==> config.mk <==
export PLATFORM = sky130hd
export DESIGN_NAME = dmem_access_ctrl_flat
export DESIGN_NICKNAME = d
export VERILOG_FILES = /design/src/rtl/dmem_access_ctrl_if.sv /design/src/rtl/dmem_access_ctrl.sv /design/src/flat_wrapper.sv
export SDC_FILE = /design/constraint.sdc
export NUM_CORES = 1
export LEC_CHECK = 0
export ABC_AREA = 1
export CAP_MARGIN = 40
export CORE_MARGIN = 8
export CORE_UTILIZATION = 35
export DETAILED_ROUTE_END_ITERATION = 8
export GPL_TIMING_DRIVEN = 0
export PLACE_DENSITY_LB_ADDON = 0.25
export REMOVE_ABC_BUFFERS = 1
export SKIP_CTS_REPAIR_TIMING = 1
export SYNTH_ARGS = -nofsm -noshare
export SYNTH_HDL_FRONTEND = slang
export SYNTH_SLANG_ARGS = --single-unit
==> constraint.sdc <==
create_clock -name clk -period 3.1 [get_ports clk]
set_input_delay 0.465 -clock clk [delete_from_list [all_inputs] [get_ports clk]]
set_output_delay 0.465 -clock clk [all_outputs]
set_load 0.01 [all_outputs]
==> src/rtl/dmem_access_ctrl_if.sv <==
// Execute-stage request/response handshake plus the word-wide data memory port.
interface dmem_access_ctrl_if;
  logic        req_valid;
  logic        req_ready;
  logic [2:0]  req_op;
  logic [31:0] req_addr;
  logic [31:0] req_wdata;
  logic        resp_valid;
  logic        resp_ready;
  logic [31:0] resp_rdata;
  logic        resp_err;
  logic        MemWrite;
  logic        Memread;
  logic [31:0] address;
  logic [31:0] writeData;
  logic [31:0] readData;

  // slave: the access controller; master: the execute stage plus the memory model
  modport slave (
    input  req_valid, req_op, req_addr, req_wdata, resp_ready, readData,
    output req_ready, resp_valid, resp_rdata, resp_err, MemWrite, Memread, address, writeData
  );
  modport master (
    output req_valid, req_op, req_addr, req_wdata, resp_ready, readData,
    input  req_ready, resp_valid, resp_rdata, resp_err, MemWrite, Memread, address, writeData
  );
endinterface

==> src/rtl/dmem_access_ctrl.sv <==
// Load/store access controller driving a word-addressed data memory.
// Sub-word stores are read-modify-write; bad accesses are answered without touching memory.
//
// state | meaning
// IDLE  | req_ready=1, memory outputs 0
// ACC   | first memory cycle (read, or write for SW)
// WR    | write half of a SH/SB read-modify-write
// RESP  | resp_valid=1 until resp_ready
module dmem_access_ctrl #(
  parameter int unsigned DEPTH = 32
) (
  input logic               clk,
  input logic               rst_n,
  dmem_access_ctrl_if.slave bus
);
  typedef enum logic [1:0] {IDLE, ACC, WR, RESP} state_t;

  localparam logic [2:0] OP_LW  = 3'b000;
  localparam logic [2:0] OP_LH  = 3'b001;
  localparam logic [2:0] OP_LHU = 3'b010;
  localparam logic [2:0] OP_LB  = 3'b011;
  localparam logic [2:0] OP_LBU = 3'b100;
  localparam logic [2:0] OP_SW  = 3'b101;
  localparam logic [2:0] OP_SH  = 3'b110;
  localparam logic [2:0] OP_SB  = 3'b111;
  localparam logic [31:0] DEPTH_W = 32'(DEPTH);

  state_t      r_state, w_state_nxt;
  logic [2:0]  r_op;
  logic [1:0]  r_lane;
  logic [31:0] r_wdata;
  logic        r_mem_read, r_mem_write, r_resp_err;
  logic [31:0] r_address, r_write_data, r_resp_rdata;

  logic        w_mem_read, w_mem_write, w_resp_err, w_accept;
  logic [31:0] w_address, w_write_data, w_resp_rdata;
  logic        w_misaligned, w_out_of_range;
  logic [4:0]  w_shamt;
  logic [31:0] w_rd_shifted, w_load_data, w_lane_mask, w_lane_data, w_merged;
  logic [15:0] w_rd_half;
  logic [7:0]  w_rd_byte;

  always_comb begin
    w_misaligned = 1'b0;
    case (bus.req_op)
      OP_LW, OP_SW:         w_misaligned = |bus.req_addr[1:0];
      OP_LH, OP_LHU, OP_SH: w_misaligned = bus.req_addr[0];
      default:              w_misaligned = 1'b0;
    endcase
  end

  assign w_out_of_range = {2'b00, bus.req_addr[31:2]} >= DEPTH_W;

  // little-endian lane extraction from the word returned in ACC
  assign w_shamt      = {r_lane, 3'b000};
  assign w_rd_shifted = bus.readData >> w_shamt;
  assign w_rd_byte    = w_rd_shifted[7:0];
  assign w_rd_half    = r_lane[1] ? bus.readData[31:16] : bus.readData[15:0];

  always_comb begin
    w_load_data = 32'h0;
    case (r_op)
      OP_LW:   w_load_data = bus.readData;
      OP_LH:   w_load_data = {{16{w_rd_half[15]}}, w_rd_half};
      OP_LHU:  w_load_data = {16'h0, w_rd_half};
      OP_LB:   w_load_data = {{24{w_rd_byte[7]}}, w_rd_byte};
      OP_LBU:  w_load_data = {24'h0, w_rd_byte};
      default: w_load_data = 32'h0;
    endcase
  end

  assign w_lane_mask = (r_op == OP_SB) ? (32'h0000_00FF << w_shamt)
                     : (r_lane[1] ? 32'hFFFF_0000 : 32'h0000_FFFF);
  assign w_lane_data = (r_op == OP_SB) ? ({24'h0, r_wdata[7:0]} << w_shamt)
                     : (r_lane[1] ? {r_wdata[15:0], 16'h0} : {16'h0, r_wdata[15:0]});
  assign w_merged    = (bus.readData & ~w_lane_mask) | (w_lane_data & w_lane_mask);

  always_ff @(posedge clk or negedge rst_n) begin
    if (!rst_n) begin
      r_state      <= IDLE;
      r_mem_read   <= 1'b0;
      r_mem_write  <= 1'b0;
      r_address    <= 32'h0;
      r_write_data <= 32'h0;
      r_resp_rdata <= 32'h0;
      r_resp_err   <= 1'b0;
    end else begin
      r_state      <= w_state_nxt;
      r_mem_read   <= w_mem_read;
      r_mem_write  <= w_mem_write;
      r_address    <= w_address;
      r_write_data <= w_write_data;
      r_resp_rdata <= w_resp_rdata;
      r_resp_err   <= w_resp_err;
    end
  end

  always_ff @(posedge clk or negedge rst_n) begin
    if (!rst_n) begin
      r_op    <= OP_LW;
      r_lane  <= 2'b00;
      r_wdata <= 32'h0;
    end else if (w_accept) begin
      r_op    <= bus.req_op;
      r_lane  <= bus.req_addr[1:0];
      r_wdata <= bus.req_wdata;
    end
  end

  always_comb begin
    w_state_nxt  = r_state;
    w_mem_read   = 1'b0;
    w_mem_write  = 1'b0;
    w_address    = 32'h0;
    w_write_data = 32'h0;
    w_resp_rdata = r_resp_rdata;
    w_resp_err   = r_resp_err;
    w_accept     = 1'b0;
    case (r_state)
      IDLE: begin
        w_resp_rdata = 32'h0;
        w_resp_err   = 1'b0;
        if (bus.req_valid) begin
          w_accept = 1'b1;
          if (w_misaligned || w_out_of_range) begin
            w_state_nxt = RESP;
            w_resp_err  = 1'b1;
          end else begin
            w_state_nxt = ACC;
            w_address   = {2'b00, bus.req_addr[31:2]};
            if (bus.req_op == OP_SW) begin
              w_mem_write  = 1'b1;
              w_write_data = bus.req_wdata;
            end else begin
              w_mem_read = 1'b1;
            end
          end
        end
      end
      ACC: begin
        if (r_op == OP_SH || r_op == OP_SB) begin
          w_state_nxt  = WR;
          w_mem_write  = 1'b1;
          w_address    = r_address;
          w_write_data = w_merged;
        end else begin
          w_state_nxt  = RESP;
          w_resp_rdata = w_load_data;
        end
      end
      WR:   w_state_nxt = RESP;
      RESP: begin
        if (bus.resp_ready) begin
          w_state_nxt  = IDLE;
          w_resp_rdata = 32'h0;
          w_resp_err   = 1'b0;
        end
      end
      default: w_state_nxt = IDLE;
    endcase
  end

  assign bus.req_ready  = (r_state == IDLE);
  assign bus.resp_valid = (r_state == RESP);
  assign bus.resp_rdata = r_resp_rdata;
  assign bus.resp_err   = r_resp_err;
  assign bus.Memread    = r_mem_read;
  assign bus.MemWrite   = r_mem_write;
  assign bus.address    = r_address;
  assign bus.writeData  = r_write_data;
endmodule

==> src/flat_wrapper.sv <==
// flat-port wrapper written by rule: the top's interface ports become plain ports
module dmem_access_ctrl_flat 
#(
  parameter int unsigned DEPTH = 32
)
  (clk, rst_n, bus_req_valid, bus_req_op, bus_req_addr, bus_req_wdata, bus_resp_ready, bus_readData, bus_req_ready, bus_resp_valid, bus_resp_rdata, bus_resp_err, bus_MemWrite, bus_Memread, bus_address, bus_writeData);
  dmem_access_ctrl_if bus_i ();
  input logic clk;
  input logic rst_n;
  input wire logic [$bits(bus_i.req_valid)-1:0] bus_req_valid;
  input wire logic [$bits(bus_i.req_op)-1:0] bus_req_op;
  input wire logic [$bits(bus_i.req_addr)-1:0] bus_req_addr;
  input wire logic [$bits(bus_i.req_wdata)-1:0] bus_req_wdata;
  input wire logic [$bits(bus_i.resp_ready)-1:0] bus_resp_ready;
  input wire logic [$bits(bus_i.readData)-1:0] bus_readData;
  output wire logic [$bits(bus_i.req_ready)-1:0] bus_req_ready;
  output wire logic [$bits(bus_i.resp_valid)-1:0] bus_resp_valid;
  output wire logic [$bits(bus_i.resp_rdata)-1:0] bus_resp_rdata;
  output wire logic [$bits(bus_i.resp_err)-1:0] bus_resp_err;
  output wire logic [$bits(bus_i.MemWrite)-1:0] bus_MemWrite;
  output wire logic [$bits(bus_i.Memread)-1:0] bus_Memread;
  output wire logic [$bits(bus_i.address)-1:0] bus_address;
  output wire logic [$bits(bus_i.writeData)-1:0] bus_writeData;
  assign bus_i.req_valid = bus_req_valid;
  assign bus_i.req_op = bus_req_op;
  assign bus_i.req_addr = bus_req_addr;
  assign bus_i.req_wdata = bus_req_wdata;
  assign bus_i.resp_ready = bus_resp_ready;
  assign bus_i.readData = bus_readData;
  assign bus_req_ready = bus_i.req_ready;
  assign bus_resp_valid = bus_i.resp_valid;
  assign bus_resp_rdata = bus_i.resp_rdata;
  assign bus_resp_err = bus_i.resp_err;
  assign bus_MemWrite = bus_i.MemWrite;
  assign bus_Memread = bus_i.Memread;
  assign bus_address = bus_i.address;
  assign bus_writeData = bus_i.writeData;
  dmem_access_ctrl #(.DEPTH(DEPTH)) u_core (.clk(clk), .rst_n(rst_n), .bus(bus_i));
endmodule
==> results of run 1 <==
[cells by family (layout without fill, tap and decap cells)]
logic type | Yosys count | count (layout) | synth area share
adders and majority gates | 4 | 4 | 0.00815
buffers and inverters | 152 | 354 | 0.102
other | 1 | 2 | 0.000610
and+or+nand+nor | 421 | 421 | 0.274
AOI/OAI and AO/OA | 129 | 129 | 0.125
DFF | 120 | 120 | 0.489
muxes | 1 | 1 | 0.00163
[state kept, by name, indices dropped and copies added, names as in the netlist]
name,flops
u_core.r_op,3
u_core.r_wdata,16
u_core.r_lane,2
u_core.bus.writeData,32
u_core.bus.MemWrite,1
u_core.bus.Memread,1
u_core.r_state,2
u_core.bus.resp_err,1
u_core.bus.address,30
u_core.bus.resp_rdata,32
[metrics by stage]
stage,util,worst slack (ns),instances,cell area [µm²],power [W]
6_report,0.522,0.464,1256,9000,0.00686
5_1_grt,0.522,0.151,1256,9000,0.00736
4_1_cts,0.521,0.144,1255,8980,0.00692
3_5_place_dp,0.488,0.169,1223,8410,0.00497
3_3_place_gp,0.478,-3.41,1215,8240,0.00476
2_1_floorplan,-,0.145,789,5940,0.00368
[placed cells by master, fill, tap and decap left out, types with 2 or more instances in the layout]
| cell | netlist | final |
|---|---|---|
| nor2_1 | 77 | 76 |
| buf_8 | 0 | 3 |
| inv_1 | 110 | 110 |
| nand2_1 | 284 | 284 |
| buf_6 | 1 | 2 |
| clkbuf_16 | 0 | 17 |
| conb_1 | 1 | 2 |
| ha_1 | 4 | 4 |
| o21ai_0 | 53 | 53 |
| o211ai_1 | 22 | 22 |
| clkinv_4 | 0 | 4 |
| o21ai_1 | 3 | 3 |
| o21bai_1 | 16 | 16 |
| dfrtp_1 | 120 | 120 |
| clkbuf_8 | 0 | 2 |
| clkinv_2 | 0 | 3 |
| nand2_2 | 4 | 4 |
| buf_16 | 0 | 3 |
| clkinvlp_4 | 0 | 3 |
| inv_6 | 0 | 2 |
| clkdlybuf4s50_1 | 0 | 200 |
| or2_2 | 3 | 3 |
| nor2_2 | 2 | 3 |
| a21oi_1 | 29 | 29 |
| nor3_1 | 2 | 2 |
| inv_2 | 2 | 2 |
| nand3_1 | 47 | 47 |
[final timing paths]
kind,endpoint,slack [ns],cells past startpoint
max reg2reg,u_core.bus.writeData[21],0.46,6
min reg2reg,u_core.bus.resp_rdata[26],0.48,2
min in group asynchronous,u_core.bus.address[12],0.54,2
max in group asynchronous,u_core.r_op[2],1.81,3
min,u_core.bus.resp_rdata[26],0.48,2
max,u_core.bus.writeData[21],0.46,6
[worst min-delay path: stages, from the launching register on]
cell and delay [ns]:
dfrtp_1 0.34, nand2_1 0.05, nand2_1 0.05
[layout make-up]
type	instances	area [µm²]	share of cell area
multi-input cells	557	2540	0.282
well taps	225	282	0.0313
flip-flops and latches	120	3000	0.334
clock buffers	19	453	0.0503
clock inverters	13	120	0.0133
inverters	112	420	0.0467
repair buffers	210	2180	0.243
[where the power goes]
group	switching (W)	total, W	leakage (nW)	internal, W
registers	0.000270	0.00217	1.63	0.00190
logic	0.00161	0.00277	2.60	0.00117
clock network	0.000766	0.00191	0.276	0.00115
total	0.00264	0.00686	4.51	0.00422
[per-layer routing]
metal | wire length (µm) | GRT usage | share of wire
met1 | 8550 | 0.229 | 0.43
met2 | 9090 | 0.288 | 0.46
met3 | 1910 | 0.0650 | 0.096
met4 | 308 | 0.0653 | 0.016
met5 | 0 | 0 | 0
==> out/qor.yml, run 1 <==
vias: 5899
dp_hpwl_mm: 14.7
diodes: 0
drv_slew: 0
irDropWorstVdd_v: 0.000460
clk_pin_slew_ns: 0.06
path_cells: "inv_1 -> ha_1 -> nand2_1 -> inv_1 -> nand4_2 -> o21bai_1"
firstDrtPassIters: 5
crit_fanout: 18
worstHoldPathType: "reg2reg"
overflow: 0
synth-edff-count: 0
grt_pass1_wl_mm: 31.7
yosysWarnings: 0
grt_pass1_vias: 5910
start_util: 0.356
cp.buffers_inverters: 2
hold_viol: 0
io_pins: 204
hp-start: "u_core.bus.resp_rdata[26]"
fmax_ghz: 0.379
critPathCaptureType: "register"
syn_avg_cell_area_um2: 7.42
synth_common_cells: "284 x nand2_1, 120 x dfrtp_1, 110 x inv_1, 77 x nor2_1, 53 x o21ai_0"
cts_tree: "built"
dr.first_iter.drc_count: 397
fill_cells: 1674
outcome: "completed"
finalSetupViolations: 0
drc: 0
power_density_mw_per_mm2: 763
grt_max_degree: 76
ant_nets: 0
min_period_ns: 2.64
drv_cap: 0
drive_gt1_frac: 0.0563
cts_buffer_depth: 2
synth_seq_cells: 120
critPathTopFamily: "simple AND/OR/NAND/NOR gates"
netlist.area_leader.share: 0.489
fin_nets: 1125
synth_top_area_cell: "dfrtp_1"
crit_type: "reg2reg"
insertion_delay_ns: 0.42
dieWidth_um: 148
worstSetupStartpointType: "register"
io_buffers: 201
antenna_found_initial: 0
drt_wl_total_mm: 19.9
crit_top_cell: "inv_1"
synthTopCellsByArea: "dfrtp_1 49%, nand2_1 17%, inv_1 6.7%, nor2_1 4.7%, o21ai_0 4.3%"
skew_ns: 0.00646
relSlewSlack: 0.470
fin_crit_sh: 0.850
yosys.cell_count.top_type: "nand2_1"
core_mm2: 0.0172
syn_area_mm2: 0.00614
async_reset_ff_frac: 1.00
ys.flop_type: "dfrtp_1"
cp-startpoint: "u_core.r_state[0]"
cts_root_buf: "clkbuf_16"
die_area_mm2: 0.0220
max_stage_delay_ns: 0.49
cp.arrival_ns: 2.96
gp_congestion: 0.846
fin_hold_ws_ns: 0.476
wl_per_cell_um: 15.8
crit_required_ns: 3.42
ys_types: 31
r2r_start: "u_core.r_state[0]"
tightest_slew_ns: 0.794
leakagePower_nw: 4.51
areaGrowthSynthToFinish_pct: 46.5
avgViaCountPerCell: 4.70
ys_seq_area_frac: 0.489
cts_buffers: 17
fp.dieH_um: 148
std_cell_rows: 48
htreeDepth: 4
grt_usage: 0.183
fin_tns_setup_ns: 0
clock_sinks: 120
syn_inst: 828
grt_setup_unrepaired: "false"
cp_slowest_cell: "nand4_2"
Note: power is estimated with default switching activity, not from simulation.
==> inputs of run 2 (changes only) <==
Settings changed: CAP_MARGIN 40 to 20, GPL_TIMING_DRIVEN 0 to default, SETUP_SLACK_MARGIN from default to 0.3.
==> out/qor.yml, run 2 (synthesis results as in run 1) <==
grt_pass1_vias: 5750
overflow: 0
outcome: "completed"
crit_fanout: 6
min_period_ns: 2.26
fin_tns_setup_ns: 0
grt_pass1_wl_mm: 30.7
crit_required_ns: 2.63
leakagePower_nw: 4.49
finalSetupViolations: 0
grt_max_degree: 48
dp_hpwl_mm: 14.3
final_cell_area_mm2: 0.00891
layout_setup_ws_ns: 0.843
grt_usage: 0.178
fin_hold_ws_ns: 0.0310
dieWidth_um: 148
power_density_mw_per_mm2: 755
avgViaCountPerCell: 4.64
fp.dieH_um: 148
wl_per_cell_um: 15.4
firstDrtPassIters: 5
die_area_mm2: 0.0220
worstHoldPathType: "in2async"
critPathCaptureType: "output pin"
clk_pin_slew_ns: 0.06
dr.first_iter.drc_count: 352
insertion_delay_ns: 0.42
fmax_ghz: 0.443
crit_type: "reg2out"
fin_crit_sh: 0.728
placed_cell_area_mm2: 0.00835
drive_gt1_frac: 0.0561
cts_buffers: 17
drv_cap: 0
diodes: 0
vias: 5837
layout_commonest_cell: "nand2_1"
worstSetupStartpointType: "register"
htreeDepth: 4
io_buffers: 201
gp_congestion: 0.845
post-place-ws_ns: 0.761
cts_buffer_depth: 2
clock_sinks: 120
layout_common_cells: "284 x nand2_1, 200 x clkdlybuf4s50_1, 120 x dfrtp_1"
core_mm2: 0.0172
drc: 0
grt_setup_unrepaired: "false"
antenna_found_initial: 0
cts_tree: "built"
tightest_slew_ns: 0.766
start_util: 0.356
relSlewSlack: 0.489
fin_nets: 1128
final_util: 0.517
io_pins: 204
areaGrowthSynthToFinish_pct: 45.0
cp.arrival_ns: 1.79
std_cell_rows: 48
ant_nets: 0
irDropWorstVdd_v: 0.000442
cts_root_buf: "clkbuf_16"
hold_viol: 0
skew_ns: 0.00757
drt_wl_total_mm: 19.4
drv_slew: 0
-- run 2: path summary, 6_finish.rpt --
check                                           from                         to  slack (ns)  cells after the start
max in group asynchronous                      rst_n   u_core.bus.resp_rdata[3]        2.21                      2
hold reg to reg            u_core.bus.resp_rdata[28]  u_core.bus.resp_rdata[28]        0.47                      2
setup / recovery                   u_core.r_state[0]              bus_req_ready        0.84                      3
setup reg to reg                   u_core.r_state[0]   u_core.bus.writeData[27]        0.97                      7
min in group clk           u_core.bus.resp_rdata[28]  u_core.bus.resp_rdata[28]        0.47                      2
hold / removal                                 rst_n   u_core.bus.writeData[29]        0.03                      1
-- run 2: cell type report --
| class | count | area, µm² |
|---|---|---|
| fillers | 1705 | 8330 |
| flip-flops and latches | 120 | 3000 |
| multi-input cells | 557 | 2530 |
| repair buffers | 213 | 2110 |
| clock buffers | 22 | 464 |
| inverters | 112 | 420 |
| well taps | 225 | 282 |
| clock inverters | 9 | 100 |
-- run 2: power by group --
part	switching, W	internal (W)	total, W	leakage (nW)
registers	0.000241	0.00191	0.00215	1.63
logic	0.00159	0.00108	0.00268	2.58
clock network	0.000692	0.00121	0.00190	0.276
total	0.00253	0.00420	0.00673	4.49
-- run 2: per-stage QoR --
step | cells | power (W)
6_report | 1258 | 0.00673
2_1_floorplan | 789 | 0.00368
4_1_cts | 1258 | 0.00680
3_3_place_gp | 1227 | 0.00483
3_5_place_dp | 1227 | 0.00486
5_1_grt | 1258 | 0.00724
-- run 2: per-layer routing --
layer	routed length (µm)	global-route usage	vias up
met5	0	0	-
met4	175	0.0454	0
met3	1970	0.0623	15
met2	9000	0.280	201
met1	8280	0.227	2674
li1	-	-	2947
-- run 2: critical path, stage by stage, from the launching register on --
cell             delay, ns
dfrtp_1               0.40
inv_1                 0.12
ha_1                  0.27
clkdlybuf4s50_1       0.58
==> inputs of run 3 (changes only) <==
Clock period 3.1 ns to 2.3 ns, I/O delays scaled along.
==> out/qor.yml, run 3 (synthesis results as in run 1) <==
busiest_layer: "met2"
io_buffers: 201
fin_nets: 1136
cts_buffers: 17
layout_common_cells: "284 x nand2_1, 199 x clkdlybuf4s50_1, 119 x dfrtp_1"
std_cell_rows: 48
cp.arrival_ns: 1.58
layout_commonest_cell: "nand2_1"
finalSetupViolations: 0
worstHoldPathType: "in2async"
crit_fanout: 5
leakagePower_nw: 4.55
pwr-share-seq: 0.312
grt_setup_unrepaired: "false"
htreeDepth: 4
vias: 5948
overflow: 0
grt_pass1_vias: 6042
cts_root_buf: "clkbuf_16"
fin_tns_setup_ns: 0
insertion_delay_ns: 0.42
gp_congestion: 0.862
fmax_ghz: 0.519
start_util: 0.356
cts_buffer_depth: 2
critPathCaptureType: "output pin"
grt_util_met2: 0.299
outcome: "completed"
switching_share: 0.383
drc: 0
cts_tree: "built"
die_area_mm2: 0.0220
io_pins: 204
drt_wl_total_mm: 20.0
core_mm2: 0.0172
drive_gt1_frac: 0.0710
p_comb_frac: 0.401
diodes: 0
fin_crit_sh: 0.838
hold_viol: 0
dieWidth_um: 148
irDropWorstVdd_v: 0.000644
power_density_mw_per_mm2: 1030
relSlewSlack: 0.614
grt_pass1_wl_mm: 31.8
avgViaCountPerCell: 4.69
crit_required_ns: 1.96
areaGrowthSynthToFinish_pct: 47.0
min_period_ns: 1.93
power_frac_clock: 0.286
drv_slew: 0
netSwitchingPower_w: 0.00356
dp_hpwl_mm: 14.7
worstSetupStartpointType: "register"
antenna_found_initial: 0
clock_sinks: 120
ant_nets: 0
fin_hold_ws_ns: 0.431
dr.first_iter.drc_count: 415
wl_per_cell_um: 15.8
drv_cap: 0
tightest_slew_ns: 0.579
crit_type: "reg2out"
grt_usage: 0.183
grtUsageMet3: 0.0599
p_int_w: 0.00573
met1_usage: 0.225
firstDrtPassIters: 6
fp.dieH_um: 148
clk_pin_slew_ns: 0.06
grt_max_degree: 50
skew_ns: 0.00699
==> run 3: cell types whose count changed in the layout (fill, tap and decap cells not counted), sizes merged <==
cell / before / now
buf: 13 / 20
clkbuf: 22 / 18
clkdlybuf4s50: 200 / 199
clkinv: 5 / 6
clkinvlp: 2 / 4
dlygate4sd3: 0 / 1
dlymetal6s2s: 0 / 1
inv: 112 / 114
==> run 3: routing by layer <==
metal  wire (µm)  part of all wire
met1        8560              0.43
met2        9370              0.47
met3        1750             0.087
met4         314             0.016
met5           0                 0
==> run 3: final timing paths <==
check                           slack [ns]  cells past startpoint                  endpoint                startpoint
worst max-delay path                  0.37                      2            bus_resp_valid         u_core.r_state[1]
worst min-delay path                  0.43                      2     u_core.bus.address[5]                     rst_n
worst max register to register        0.48                      7  u_core.bus.writeData[18]         u_core.r_state[1]
worst min register to register        0.47                      2  u_core.bus.resp_rdata[3]  u_core.bus.resp_rdata[3]
max in group asynchronous             1.21                      3         u_core.r_state[1]                     rst_n
min in group clk                      0.47                      2  u_core.bus.resp_rdata[3]  u_core.bus.resp_rdata[3]
==> run 3: power groups by stage <==
stage / clock, W / combinational, W / sequential [W]
2_1_floorplan: 0 / 0.00188 / 0.00308
3_3_place_gp: 0 / 0.00366 / 0.00292
3_5_place_dp: 0 / 0.00372 / 0.00292
4_1_cts: 0.00271 / 0.00373 / 0.00289
5_1_grt: 0.00280 / 0.00418 / 0.00296
6_report: 0.00266 / 0.00373 / 0.00290
==> run 3: per-stage QoR <==
step | utilization | instances | cell area, µm² | total power (W) | setup slack (ns)
6_report | 0.524 | 1267 | 9030 | 0.00928 | 0.373
3_3_place_gp | 0.488 | 1234 | 8410 | 0.00658 | 0.247
3_5_place_dp | 0.488 | 1234 | 8410 | 0.00664 | 0.210
4_1_cts | 0.522 | 1266 | 9000 | 0.00933 | 0.118
5_1_grt | 0.524 | 1267 | 9030 | 0.00993 | 0.312
2_1_floorplan | - | 789 | 5940 | 0.00496 | -0.655
==> run 3: area by class of cell <==
type,instances,area [µm²]
repair buffers,221,2190
flip-flops and latches,120,3000
clock inverters,14,149
well taps,225,282
fillers,1665,8200
multi-input cells,557,2550
inverters,112,420
clock buffers,18,439
==> run 3: worst max-delay path, stage by stage, from the launching register on <==
cell and delay [ns]:
dfrtp_2 0.40, ha_2 0.22, clkdlybuf4s50_1 0.54
